$ cat src/rtl/palette_arbiter_pkg.sv
// Shared palette constants and helpers for the two-player sprite pixel arbiter.
package palette_arbiter_pkg;

    localparam logic [3:0]  IDX_TRANSPARENT = 4'd0;
    localparam logic [3:0]  IDX_LAST_LEGAL  = 4'd10;
    localparam logic [11:0] RGB_TRANSPARENT = 12'h000;
    localparam logic [11:0] RGB_ERROR       = 12'hF0F;

    function automatic logic idx_illegal(input logic [3:0] idx);
        return idx > IDX_LAST_LEGAL;
    endfunction

endpackage

$ cat src/rtl/palette_arbiter_color_decoder.sv
// Combinational palette lookup: 4-bit color index plus team select to 12-bit RGB.
module palette_arbiter_color_decoder
    import palette_arbiter_pkg::*;
(
    input  logic [3:0]  index,
    input  logic        is_b,
    output logic [11:0] rgb,
    output logic        transparent,
    output logic        illegal
);

    always_comb begin
        rgb         = RGB_ERROR;
        transparent = 1'b0;
        illegal     = idx_illegal(index);
        case (index)
            IDX_TRANSPARENT: begin
                rgb         = RGB_TRANSPARENT;
                transparent = 1'b1;
            end
            // Only the first two entries are team colored.
            4'd1:    rgb = is_b ? 12'h8DF : 12'hD42;
            4'd2:    rgb = is_b ? 12'h009 : 12'h921;
            4'd3:    rgb = 12'hFF9;
            4'd4:    rgb = 12'h210;
            4'd5:    rgb = 12'h778;
            4'd6:    rgb = 12'h6B4;
            4'd7:    rgb = 12'hDD0;
            4'd8:    rgb = 12'hFFF;
            4'd9:    rgb = 12'h0F0;
            4'd10:   rgb = 12'hBBB;
            default: rgb = RGB_ERROR;
        endcase
    end

endmodule

$ cat src/rtl/palette_arbiter.sv
// Round-robin arbiter between two sprite pixel paths feeding one shared palette
// decoder, with a one-entry registered output stage and an illegal-index counter.
module palette_arbiter
    import palette_arbiter_pkg::*;
#(
    parameter int ERR_W = 8
) (
    input  logic             clk,
    input  logic             rst,
    input  logic             req0_valid,
    input  logic [3:0]       req0_index,
    input  logic             req0_is_b,
    output logic             req0_ready,
    input  logic             req1_valid,
    input  logic [3:0]       req1_index,
    input  logic             req1_is_b,
    output logic             req1_ready,
    output logic             out_valid,
    input  logic             out_ready,
    output logic [11:0]      out_rgb,
    output logic             out_src,
    output logic             out_transparent,
    output logic [ERR_W-1:0] err_count
);

    logic        last_grant;
    logic        can_accept;
    logic        grant0;
    logic        grant1;
    logic        accept;
    logic [3:0]  sel_index;
    logic        sel_is_b;
    logic [11:0] dec_rgb;
    logic        dec_transparent;
    logic        dec_illegal;

    assign can_accept = !out_valid || out_ready;

    // On contention the requester that did not win last time goes first.
    assign grant0 = req0_valid && (!req1_valid || last_grant);
    assign grant1 = req1_valid && (!req0_valid || !last_grant);

    assign req0_ready = grant0 && can_accept && !rst;
    assign req1_ready = grant1 && can_accept && !rst;
    assign accept     = req0_ready || req1_ready;

    assign sel_index = grant1 ? req1_index : req0_index;
    assign sel_is_b  = grant1 ? req1_is_b  : req0_is_b;

    palette_arbiter_color_decoder u_color_decoder (
        .index       (sel_index),
        .is_b        (sel_is_b),
        .rgb         (dec_rgb),
        .transparent (dec_transparent),
        .illegal     (dec_illegal)
    );

    always_ff @(posedge clk or posedge rst) begin
        if (rst) begin
            out_valid       <= 1'b0;
            out_rgb         <= RGB_TRANSPARENT;
            out_src         <= 1'b0;
            out_transparent <= 1'b0;
            err_count       <= '0;
            last_grant      <= 1'b1;
        end else if (accept) begin
            out_valid       <= 1'b1;
            out_rgb         <= dec_rgb;
            out_src         <= grant1;
            out_transparent <= dec_transparent;
            last_grant      <= grant1;
            if (dec_illegal && (err_count != {ERR_W{1'b1}}))
                err_count <= err_count + ERR_W'(1);
        end else if (out_ready) begin
            out_valid <= 1'b0;
        end
    end

endmodule

$ cat config.mk
export PLATFORM = sky130hd
export DESIGN_NAME = palette_arbiter
export DESIGN_NICKNAME = d
export VERILOG_FILES = /design/src/rtl/palette_arbiter_pkg.sv /design/src/rtl/palette_arbiter_color_decoder.sv /design/src/rtl/palette_arbiter.sv
export SDC_FILE = /design/constraint.sdc
export NUM_CORES = 1
export LEC_CHECK = 0
export CORE_MARGIN = 5
export CORE_UTILIZATION = 45
export CTS_CLUSTER_DIAMETER = 120
export DETAILED_ROUTE_END_ITERATION = 10
export GPL_TIMING_DRIVEN = 0
export PLACE_DENSITY = 0.77
export SLEW_MARGIN = 20
export SYNTH_ARGS = -nofsm -noshare
export SYNTH_HDL_FRONTEND = slang
export SYNTH_SLANG_ARGS = --single-unit
$ cat constraint.sdc
create_clock -name clk -period 1.65 [get_ports clk]
set_input_delay 0.33 -clock clk [delete_from_list [all_inputs] [get_ports clk]]
set_output_delay 0.33 -clock clk [all_outputs]
set_load 0.01 [all_outputs]
==> results of run 1 <==
==> flip-flops by register name, indices dropped and copies added, names as in the netlist <==
| signal | flops |
|---|---|
| out_rgb | 12 |
| err_count | 8 |
| last_grant | 1 |
| out_src | 1 |
| out_transparent | 1 |
| out_valid | 1 |
==> critical path, stage by stage (launching register included) <==
cell and delay [ps]:
dfstp_2 590, a21boi_4 80, buf_8 150, mux2_4 330, nand4_4 170, mux2_4 310
==> routing by layer <==
| metal | GRT usage | vias up | wire, µm |
|---|---|---|---|
| met3 | 0.0224 | 16 | 406 |
| met5 | 0 | - | 0 |
| met1 | 0.281 | 891 | 2310 |
| met4 | 0.0919 | 0 | 181 |
| met2 | 0.350 | 98 | 2660 |
| li1 | - | 881 | - |
==> cells in the mapped netlist, types with 2 or more instances <==
| cell type | n |
|---|---|
| inv_1 | 8 |
| o32a_1 | 3 |
| xnor2_1 | 3 |
| a22o_1 | 2 |
| nor3_2 | 3 |
| nand3_1 | 9 |
| nand2b_1 | 2 |
| o21ai_0 | 21 |
| dfrtp_1 | 23 |
| nor3_1 | 6 |
| a311oi_1 | 3 |
| o31ai_1 | 3 |
| buf_2 | 4 |
| and3_1 | 2 |
| nand2_1 | 28 |
| xor2_1 | 5 |
| nor2b_1 | 4 |
| a21oi_1 | 11 |
| clkbuf_1 | 9 |
| a31oi_1 | 3 |
| nor2_1 | 18 |
| o22ai_1 | 2 |
| a22oi_1 | 3 |
| a211oi_1 | 4 |
| mux2i_1 | 2 |
| nor3b_1 | 2 |
==> placed cells by master, fill, tap and decap left out, drive strengths merged, types with 4 or more instances in the layout <==
master / netlist / routed
nor3: 9 / 9
o21ai: 22 / 22
xor2: 5 / 5
inv: 8 / 8
clkdlybuf4s50: 0 / 26
a21oi: 11 / 11
clkbuf: 9 / 9
buf: 6 / 34
nor2: 18 / 18
nand2: 28 / 28
dlygate4sd2: 0 / 4
nand3: 9 / 9
dfrtp: 23 / 23
nor2b: 4 / 4
a211oi: 4 / 4
==> repair_timing <==
item	4_1_cts	5_1_grt
pin swaps	11	14
setup endpoints to repair	23	24
setup buffers	12	11
gates resized for setup	58	51
==> power breakdown <==
group	internal [W]	switching, W	total [W]
logic	0.000633	0.000547	0.00118
clock network	0.000325	0.000208	0.000533
registers	0.000727	0.000116	0.000843
==> worst min path at each step <==
stage	slack (ps)	endpoint	cells past startpoint
after CTS	490	out_rgb[7]	2
after detailed placement	470	out_rgb[7]	2
after floorplan	340	err_count[0]	1
after global routing	520	err_count[7]	1
final	490	err_count[7]	1
after global placement	470	out_rgb[6]	2
==> cell type report <==
type / count / area (µm²) / share of cell area
plain buffers: 14 / 119 / 0.0439
clock buffers: 3 / 41.3 / 0.0153
clock inverters: 1 / 30.0 / 0.0111
inverters: 8 / 30.0 / 0.0111
multi-input cells: 162 / 1260 / 0.467
flip-flops and latches: 24 / 603 / 0.223
well taps: 48 / 60.1 / 0.0222
repair buffers: 60 / 558 / 0.206
==> cell families after synthesis <==
logic type,Yosys count,share of synthesized area
mux,5,0.0400
fa+ha+maj,1,0.00728
buf+inv,23,0.0597
simple gates,82,0.248
flops,24,0.350
compound gates,66,0.254
xor+xnor,8,0.0408
==> metrics by stage <==
| step | utilization | instances | worst slack [ps] | TNS (ps) |
|---|---|---|---|---|
| 6_report | 0.734 | 320 | -94.3 | -364 |
| 5_1_grt | 0.734 | 320 | -131 | -1700 |
| 4_1_cts | 0.663 | 310 | -88.7 | -734 |
| 3_5_place_dp | 0.584 | 294 | -982 | -14650 |
| 3_3_place_gp | 0.584 | 294 | -942 | -14470 |
| 2_1_floorplan | - | 209 | -25.8 | -25.8 |
==> results by group, run 1 <==
CTS
  • Cts-stage hold buffer count: 0
  • Clock Latency Late Sink: about 280 ps
  • CTS clk-pin slew, worst paths: around 90 ps
  • CTS Sinks: 24
  • CTS Buf Count: 3
  • H-tree depth: 1
  • CTS tree: done
  • Clock buffer depth: 2
  • Root Buffer: clkbuf_8

Global routing
  • Global-route wire length before repair: 8710 µm
  • Largest net degree at the start of global routing: 25
  • All-Layer GR Usage: 0.213
  • Vias in the first global route: roughly 1800
  • GR Overflow Total: 0
  • Initial antenna violation count: 0

Floorplan
  • Die span in y: about 70 µm
  • Row count: 22
  • Core outline area: between 3000 and 4000 µm²
  • Top-level I/O count: 40
  • Initial Util: 0.466
  • Die Area: 5160 µm²
  • Width of the die: 71.8 µm

Logic synthesis
  • Ys flop type: dfrtp_1
  • Yosys warns: 0
  • Seq/Total Area, Yosys: 0.350
  • Top-area cell type share of the netlist area: 0.335
  • Synth Register Bits: 24
  • Ys async rst share: 1.00
  • Library cells used by synthesis: 52
  • Syn Inst Count: approximately 210
  • Mean Syn Cell Area: just over 8 µm²
  • EDFF count, synth: 0
  • Syn nets: 225
  • Cell accounting for the most synthesized area: dfrtp_1
  • Syn Std Cell Area: between 1500 and 2000 µm²
  • Synth top area cells: dfrtp_1 (33%), nand2_1 (6.1%), o21ai_0 (6.1%)

Placed design
  • DP Area: between 2000 and 2500 µm²
  • Routability Congestion: about 1
  • Port bufs: 37
  • HPWL Detailed: about 3600 µm

Setup path
  • Capture point of the worst path: err_count[1]
  • R2R Path End: err_count[1]
  • Launch point of the worst reg-to-reg path: last_grant
  • Nature of the critical path endpoint: flop
  • CP startpoint kind: flop
  • Register-to-register setup slack: -90 ps
  • Crit path max fanout: 9
  • Critical path launch point: last_grant
  • WP data arrival: between 1500 and 2000 ps
  • FF-to-FF path depth: 5
  • Worst Setup Path Type: reg2reg
  • Worst endpoint required time: between 1500 and 2000 ps

Drt
  • Post-route ant nets: 0
  • First-pass DRT Iterations: 4
  • Wire per inst: 17.4 µm
  • Vias post-DR: roughly 1900
  • Routed WL: 5560 µm
  • Vias per inst: 5.89
  • DRC violations left: 0
  • DRT iter0 DRCs: approximately 130

Power
  • Final total power: roughly 0.0026 W
  • Maximum vdd ir drop: between 0.6 and 0.7 mV
  • Pwr dens: ~940 nW/µm²
  • Lkg Pwr: roughly 1.1 nW

Flow run
  • Max_cap viols: 0

Timing
  • Fin crit period: approximately 1700 ps
  • Hold Slack: 489 ps
  • Slew headroom: 0.382
  • Final Hold Fails: 0
  • Worst setup margin: -94.3 ps
  • Final slew viol count: 0
  • Tcrit/Tclk final: 1.06
  • Final setup fails: 14
  • Slew @ Worst Pin: ~930 ps
  • RSZ-0062 raised after global routing: true
  • Final Skew: 5.64 ps
  • Fmax: 0.573 GHz

Hold path
  • Hold Path Origin: err_count[7]
  • Tightest Hold Check Type: reg2reg

Layout
  • Fill count: between 200 and 300
  • Design Area, Final: 2710 µm²
  • NumNets Final: between 200 and 300
  • Layout cells sized above 1: 0.324
  • # diodes: 0
  • Area Growth Syn to Fin: 57.4%

Outcome
  • Status: finished with violations
  • Failing checks: negative setup slack
Note: power is estimated with default switching activity, not from simulation.
==> inputs of run 2 (changes only) <==
CAP_MARGIN = 20   (was default)
CORE_MARGIN = 1   (was 5)
clock period = 1.47 ns   (was 1.65 ns; I/O delays follow)
==> results by group, run 2 (same netlist as run 1, synthesis figures left out) <==
Timing
  • Tcrit/Tclk final: 1.22 (+0.163)
  • Slew @ Worst Pin: 901 ps (-24.8 ps)
  • Final Skew: 3.40 ps (-2.24 ps)
  • RSZ-0062 raised after global routing: true
  • Fin crit period: 1790 ps (+50.0 ps)
  • Slew headroom: 0.398 (+0.0165)
  • Worst setup margin: -324 ps (-230 ps)
  • Final Hold Fails: 0 (unchanged)
  • Final setup fails: 24 (+10)
  • Final slew viol count: 0 (unchanged)
  • Fmax: 0.557 GHz (-2.8%)

Global routing
  • Busiest grt layer: met2
  • Met2 usage: 0.419 (+0.0689)
  • GR Util met3: 0.0321 (+0.00970)
  • Global-route wire length before repair: 8160 µm (-6.4%)
  • Largest net degree at the start of global routing: 25 (unchanged)
  • GR Util met1: 0.337 (+0.0553)
  • GR Overflow Total: 0 (unchanged)
  • Initial antenna violation count: 0 (unchanged)
  • Vias in the first global route: 1712 (-3.3%)
  • All-Layer GR Usage: 0.255 (+0.0427)

Hold path
  • Worst hold stages: 1 (unchanged)
  • Hold Path Origin: err_count[5]
  • Tightest Hold Check Type: reg2reg
  • WHS Endpoint: err_count[5]

Layout
  • Multi-input gate area: 1140 µm² (-9.9%)
  • Layout cells sized above 1: 0.259 (-0.0641)
  • Area Growth Syn to Fin: 47.0%
  • Register Area: 602 µm² (-0.21%)
  • Fin cells: 314 (-1.9%)
  • # diodes: 0 (unchanged)
  • NumNets Final: 283 (-2.1%)
  • Fill count: 303 (+5.6%)
  • Most frequent cells in the layout: nand2_1 (27), dfrtp_1 (23), o21ai_0 (18)
  • Largest register by flop count: out_rgb
  • Commonest non-fill, non-tap cell in the layout: nand2_1
  • Top flop regs: out_rgb x12, err_count x8
  • Largest register FFs: 12 (unchanged)
  • Design Area, Final: 2530 µm² (-6.6%)

Drt
  • Wire per inst: 16.2 µm (-6.5%)
  • First-pass DRT Iterations: 5 (+1)
  • DRC violations left: 0 (unchanged)
  • DRT iter0 DRCs: 167 (+34%)
  • Vias per inst: 6.04 (+2.5%)
  • Vias post-DR: 1896 (+0.53%)
  • Post-route ant nets: 0 (unchanged)
  • Routed WL: 5100 µm (-8.2%)

CTS
  • CTS Buf Count: 3 (unchanged)
  • Clock buffer depth: 2 (unchanged)
  • Clock Latency Late Sink: 270 ps (about the same)
  • CTS Sinks: 24 (unchanged)
  • H-tree depth: 1 (unchanged)
  • Root Buffer: clkbuf_8
  • CTS clk-pin slew, worst paths: 90 ps (about the same)
  • CTS tree: done

Floorplan
  • Die Area: 4070 µm² (-21%)
  • Top-level I/O count: 40 (unchanged)
  • Die span in y: 63.8 µm (-11%)
  • Initial Util: 0.470 (+0.00350)
  • Row count: 22 (unchanged)
  • Core outline area: 3660 µm² (-0.75%)
  • Width of the die: 63.8 µm (-11%)

Placed design
  • Dpl ws: -958 ps (+24.5 ps)
  • HPWL Detailed: 3460 µm (-4.6%)
  • Placed Cells: 294 (unchanged)
  • Port bufs: 37 (unchanged)
  • DP Area: 2180 µm² (+1.1%)
  • Routability Congestion: 0.967 (-2.1%)

Setup path
  • Register-to-register setup slack: -320 ps (-230 ps)
  • CP startpoint kind: flop
  • Launch point of the worst reg-to-reg path: last_grant
  • Worst endpoint required time: 1630 ps (-190 ps)
  • Nature of the critical path endpoint: flop
  • Crit path max fanout: 8 (-1)
  • FF-to-FF path depth: 5 (unchanged)
  • R2R Path End: err_count[1]
  • Worst Setup Path Type: reg2reg
  • WP data arrival: 1960 ps (+50 ps)

Power
  • Combinational share of power: 0.441 (-0.021)
  • Switching pwr: 0.000912 W (+4.7%)
  • Switch share: 0.340 (-0.000931)
  • Maximum vdd ir drop: 0.409 mV (-37%)
  • Lkg Pwr: 1.18 nW (+4.4%)
  • Pint: 0.00177 W (+5.2%)
  • Pwr dens: 1060 nW/µm² (+12%)
  • Seq pwr share: 0.341 (+0.011)
  • Clock power share: 0.218 (+0.009)

Outcome
  • Failing checks: negative setup slack
  • Status: finished with violations

Flow run
  • Max_cap viols: 0 (unchanged)
-- run 2: cell count changes in the layout (fill, tap and decap cells not counted), sizes merged --
cell	delta
dlymetal6s2s	+10
clkbuf	+3
clkdlybuf4s15	-1
clkdlybuf4s50	-18
buf	-10
dlygate4sd2	+10
-- run 2: critical path, cell delays in order (launching register included) --
cell and delay (ps):
dfstp_2 570, a21bo_1 140, buf_6 140, mux2i_4 260, nand4_4 220, mux2_4 360
-- run 2: area by class of cell --
type | instances | area share
Tap cell | 48 | 0.0238
Multi-Input combinational cell | 162 | 0.451
Buffer | 15 | 0.0480
Clock inverter | 1 | 0.0119
Timing Repair Buffer | 53 | 0.199
Clock buffer | 3 | 0.0163
Inverter | 8 | 0.0119
Sequential cell | 24 | 0.238
-- run 2: how the worst max path moves through the flow --
stage,start,to,slack (ps),depth (start not counted)
after floorplan,last_grant,err_count[1],-200,5
after global placement,req1_valid,req1_ready,-970,6
after detailed placement,req1_valid,req1_ready,-960,6
after CTS,last_grant,err_count[1],-320,5
after global routing,last_grant,err_count[1],-410,5
final,last_grant,err_count[1],-320,5
-- run 2: repair_timing --
action                                  CTS  global route
gates resized for setup                  62            20
pin swaps                                 8             4
hold buffers                              0             0
setup buffers                            16             0
endpoints found under the setup margin   34            37
-- run 2: power by group through the flow --
stage / Combinational [W] / Sequential [W] / Clock (W)
6_report: 0.00118 / 0.000917 / 0.000584
5_1_grt: 0.00127 / 0.000935 / 0.000621
4_1_cts: 0.00117 / 0.000921 / 0.000592
3_5_place_dp: 0.00101 / 0.000959 / 0
3_3_place_gp: 0.000997 / 0.000953 / 0
2_1_floorplan: 0.000489 / 0.00101 / 0
-- run 2: per-layer routing --
metal	vias up	share of wire
li1	878	-
met1	877	0.41
met2	118	0.47
met3	23	0.088
met4	0	0.038
met5	-	0
-- run 2: stage by stage --
| stage | hold WS, ps | util | setup TNS, ps | power (W) |
|---|---|---|---|---|
| detailed placement | 478 | 0.595 | -19400 | 0.00197 |
| global placement | 470 | 0.595 | -18750 | 0.00195 |
| global route | 506 | 0.690 | -7670 | 0.00282 |
| CTS | 493 | 0.674 | -4840 | 0.00268 |
| finish | 489 | 0.690 | -5170 | 0.00268 |
| floorplan | 308 | - | -1680 | 0.00150 |
==> inputs of run 3 (changes only) <==
CORE_ASPECT_RATIO = 1.25   (was default)
CTS_BUF_LIST = sky130_fd_sc_hd__clkbuf_16   (was default)
==> results by group, run 3 (same netlist as run 1, synthesis figures left out) <==
Timing
  • Slew headroom: 0.400 (+0.00178)
  • RSZ-0062 raised after global routing: true
  • Final Hold Fails: 0 (unchanged)
  • Worst setup margin: -283 ps (+41.8 ps)
  • Fmax: 0.571 GHz (+2.4%)
  • Slew @ Worst Pin: 899 ps (-2.66 ps)
  • Final setup fails: 23 (-4.2%)
  • Final slew viol count: 0 (unchanged)
  • Fin crit period: 1750 ps (-41.8 ps)
  • Final Skew: 1.72 ps (-1.68 ps)
  • Hold Slack: 471 ps (-18.2 ps)
  • Tcrit/Tclk final: 1.19 (-0.0284)

Setup path
  • CP startpoint kind: flop
  • Worst endpoint required time: 1610 ps (-20 ps)
  • Nature of the critical path endpoint: flop
  • Crit path max fanout: 8 (unchanged)
  • WP data arrival: 1900 ps (-60 ps)
  • Worst Setup Path Type: reg2reg

Layout
  • Commonest non-fill, non-tap cell in the layout: nand2_1
  • NumNets Final: 282 (-0.35%)
  • # diodes: 0 (unchanged)
  • Layout cells sized above 1: 0.283 (+0.0236)
  • Fin cells: 304 (-3.2%)
  • Largest register FFs: 12 (unchanged)
  • Area Growth Syn to Fin: 51.4%
  • Multi-input gate area: 1220 µm² (+7.1%)
  • Design Area, Final: 2600 µm² (+3.0%)
  • Fill count: 275 (-9.2%)
  • Largest register by flop count: out_rgb
  • Register Area: 603 µm² (+0.21%)
  • Top flop regs: out_rgb x12, err_count x8
  • Most frequent cells in the layout: nand2_1 (27), dfrtp_1 (22), o21ai_0 (20)

Drt
  • Vias per inst: 6.34 (+4.9%)
  • First-pass DRT Iterations: 11 (+6)
  • Met1 WL: 2090 µm (+0.58%)
  • Routed WL: 5490 µm (+7.7%)
  • Post-route ant nets: 0 (unchanged)
  • Vias post-DR: 1926 (+1.6%)
  • Metal2 WL: 2780 µm (+17%)
  • DRT iter0 DRCs: 138 (-17%)
  • Wire per inst: 18.1 µm (+11%)
  • DRC violations left: 4 (+4)
  • Top routing layer in use: met4
  • Met3 wire length: 410 µm (-8.5%)

Hold path
  • Tightest Hold Check Type: reg2reg

Placed design
  • Dpl ws: -1130 ps (-174 ps)
  • Placed Cells: 285 (-3.1%)
  • Routability Congestion: 0.944 (-2.3%)
  • Port bufs: 37 (unchanged)
  • HPWL Detailed: 3600 µm (+4.1%)
  • DP Area: 2170 µm² (-0.52%)

Power
  • Maximum vdd ir drop: 0.505 mV (+24%)
  • Final total power: 0.00274 W (+2.2%)
  • Lkg Pwr: 1.16 nW (-2.3%)
  • Pwr dens: 1050 nW/µm² (-0.72%)

Floorplan
  • Width of the die: 57.3 µm (-10%)
  • Top-level I/O count: 40 (unchanged)
  • Initial Util: 0.481 (+0.0115)
  • Die span in y: 71.1 µm (+11%)
  • Row count: 24 (+9.1%)
  • Die Area: 4070 µm² (about the same)
  • Core outline area: 3570 µm² (-2.4%)

CTS
  • CTS clk-pin slew, worst paths: 60 ps (-30 ps)
  • Clock Latency Late Sink: 260 ps (about the same)
  • Root Buffer: clkbuf_16
  • Clock buffer depth: 2 (unchanged)
  • CTS Sinks: 24 (unchanged)
  • H-tree depth: 1 (unchanged)
  • CTS tree: done
  • Cts-stage hold buffer count: 0 (unchanged)
  • CTS Buf Count: 3 (unchanged)

Flow run
  • Max_cap viols: 0 (unchanged)

Global routing
  • All-Layer GR Usage: 0.272 (+0.0166)
  • Initial antenna violation count: 0 (unchanged)
  • Largest net degree at the start of global routing: 25 (unchanged)
  • GR Overflow Total: 0 (unchanged)
  • Global-route wire length before repair: 8550 µm (+4.8%)
  • Vias in the first global route: 1733 (+1.2%)

Outcome
  • Failing checks: design-rule violations, negative setup slack
  • Status: finished with violations
run 3: cell count changes in the layout (fill, tap and decap cells not counted), sizes merged:
| cell | delta |
|---|---|
| dlymetal6s2s | -8 |
| clkdlybuf4s50 | +7 |
| buf | -1 |
| bufinv | -1 |
| clkdlybuf4s15 | +1 |
| clkinv | +1 |
run 3: stage by stage:
step	TNS [ps]	utilization
floorplan	-1680	-
finish	-4530	0.728
CTS	-3780	0.705
global route	-6910	0.728
global placement	-19500	0.607
detailed placement	-19520	0.607
run 3: per-layer routing:
layer / vias to the layer above / GRT usage
met3: 30 / 0.0219
met2: 122 / 0.482
met5: - / 0
met1: 898 / 0.343
li1: 876 / -
met4: 0 / 0.0976
run 3: path summary, 6_finish.rpt:
kind                       slack (ps)  startpoint           end  cells after the start
min in group asynchronous         510         rst       out_src                      2
max reg2reg                      -280  last_grant  err_count[1]                      5
max                              -280  last_grant  err_count[1]                      5
min reg2reg                       470  out_rgb[6]    out_rgb[6]                      2
min                               470  out_rgb[6]    out_rgb[6]                      2
max in group asynchronous         360         rst  err_count[2]                      2
run 3: power breakdown:
group	switching [W]	internal, W	total, W
registers	0.000110	0.000818	0.000928
logic	0.000611	0.000616	0.00123
clock network	0.000226	0.000363	0.000589
run 3: repair_timing:
item | CTS | global route
endpoints found under the setup margin | 31 | 28
resized for setup | 76 | 16
pin swaps | 9 | 6
buffers inserted | 13 | 2
run 3: area by class of cell:
type / count / share of cell area
Buffer: 15 / 0.0558
Clock buffer: 3 / 0.0288
Clock inverter: 1 / 0.00144
Inverter: 8 / 0.0115
Multi-Input combinational cell: 162 / 0.469
Sequential cell: 24 / 0.232
Tap cell: 39 / 0.0187
Timing Repair Buffer: 52 / 0.183
run 3: worst max-delay path, stage by stage, from the launching register on:
cell      delay [ps]
dfstp_2          380
a21boi_2         240
buf_6            190
mux2_4           340
nand4_4          170
mux2_4           310
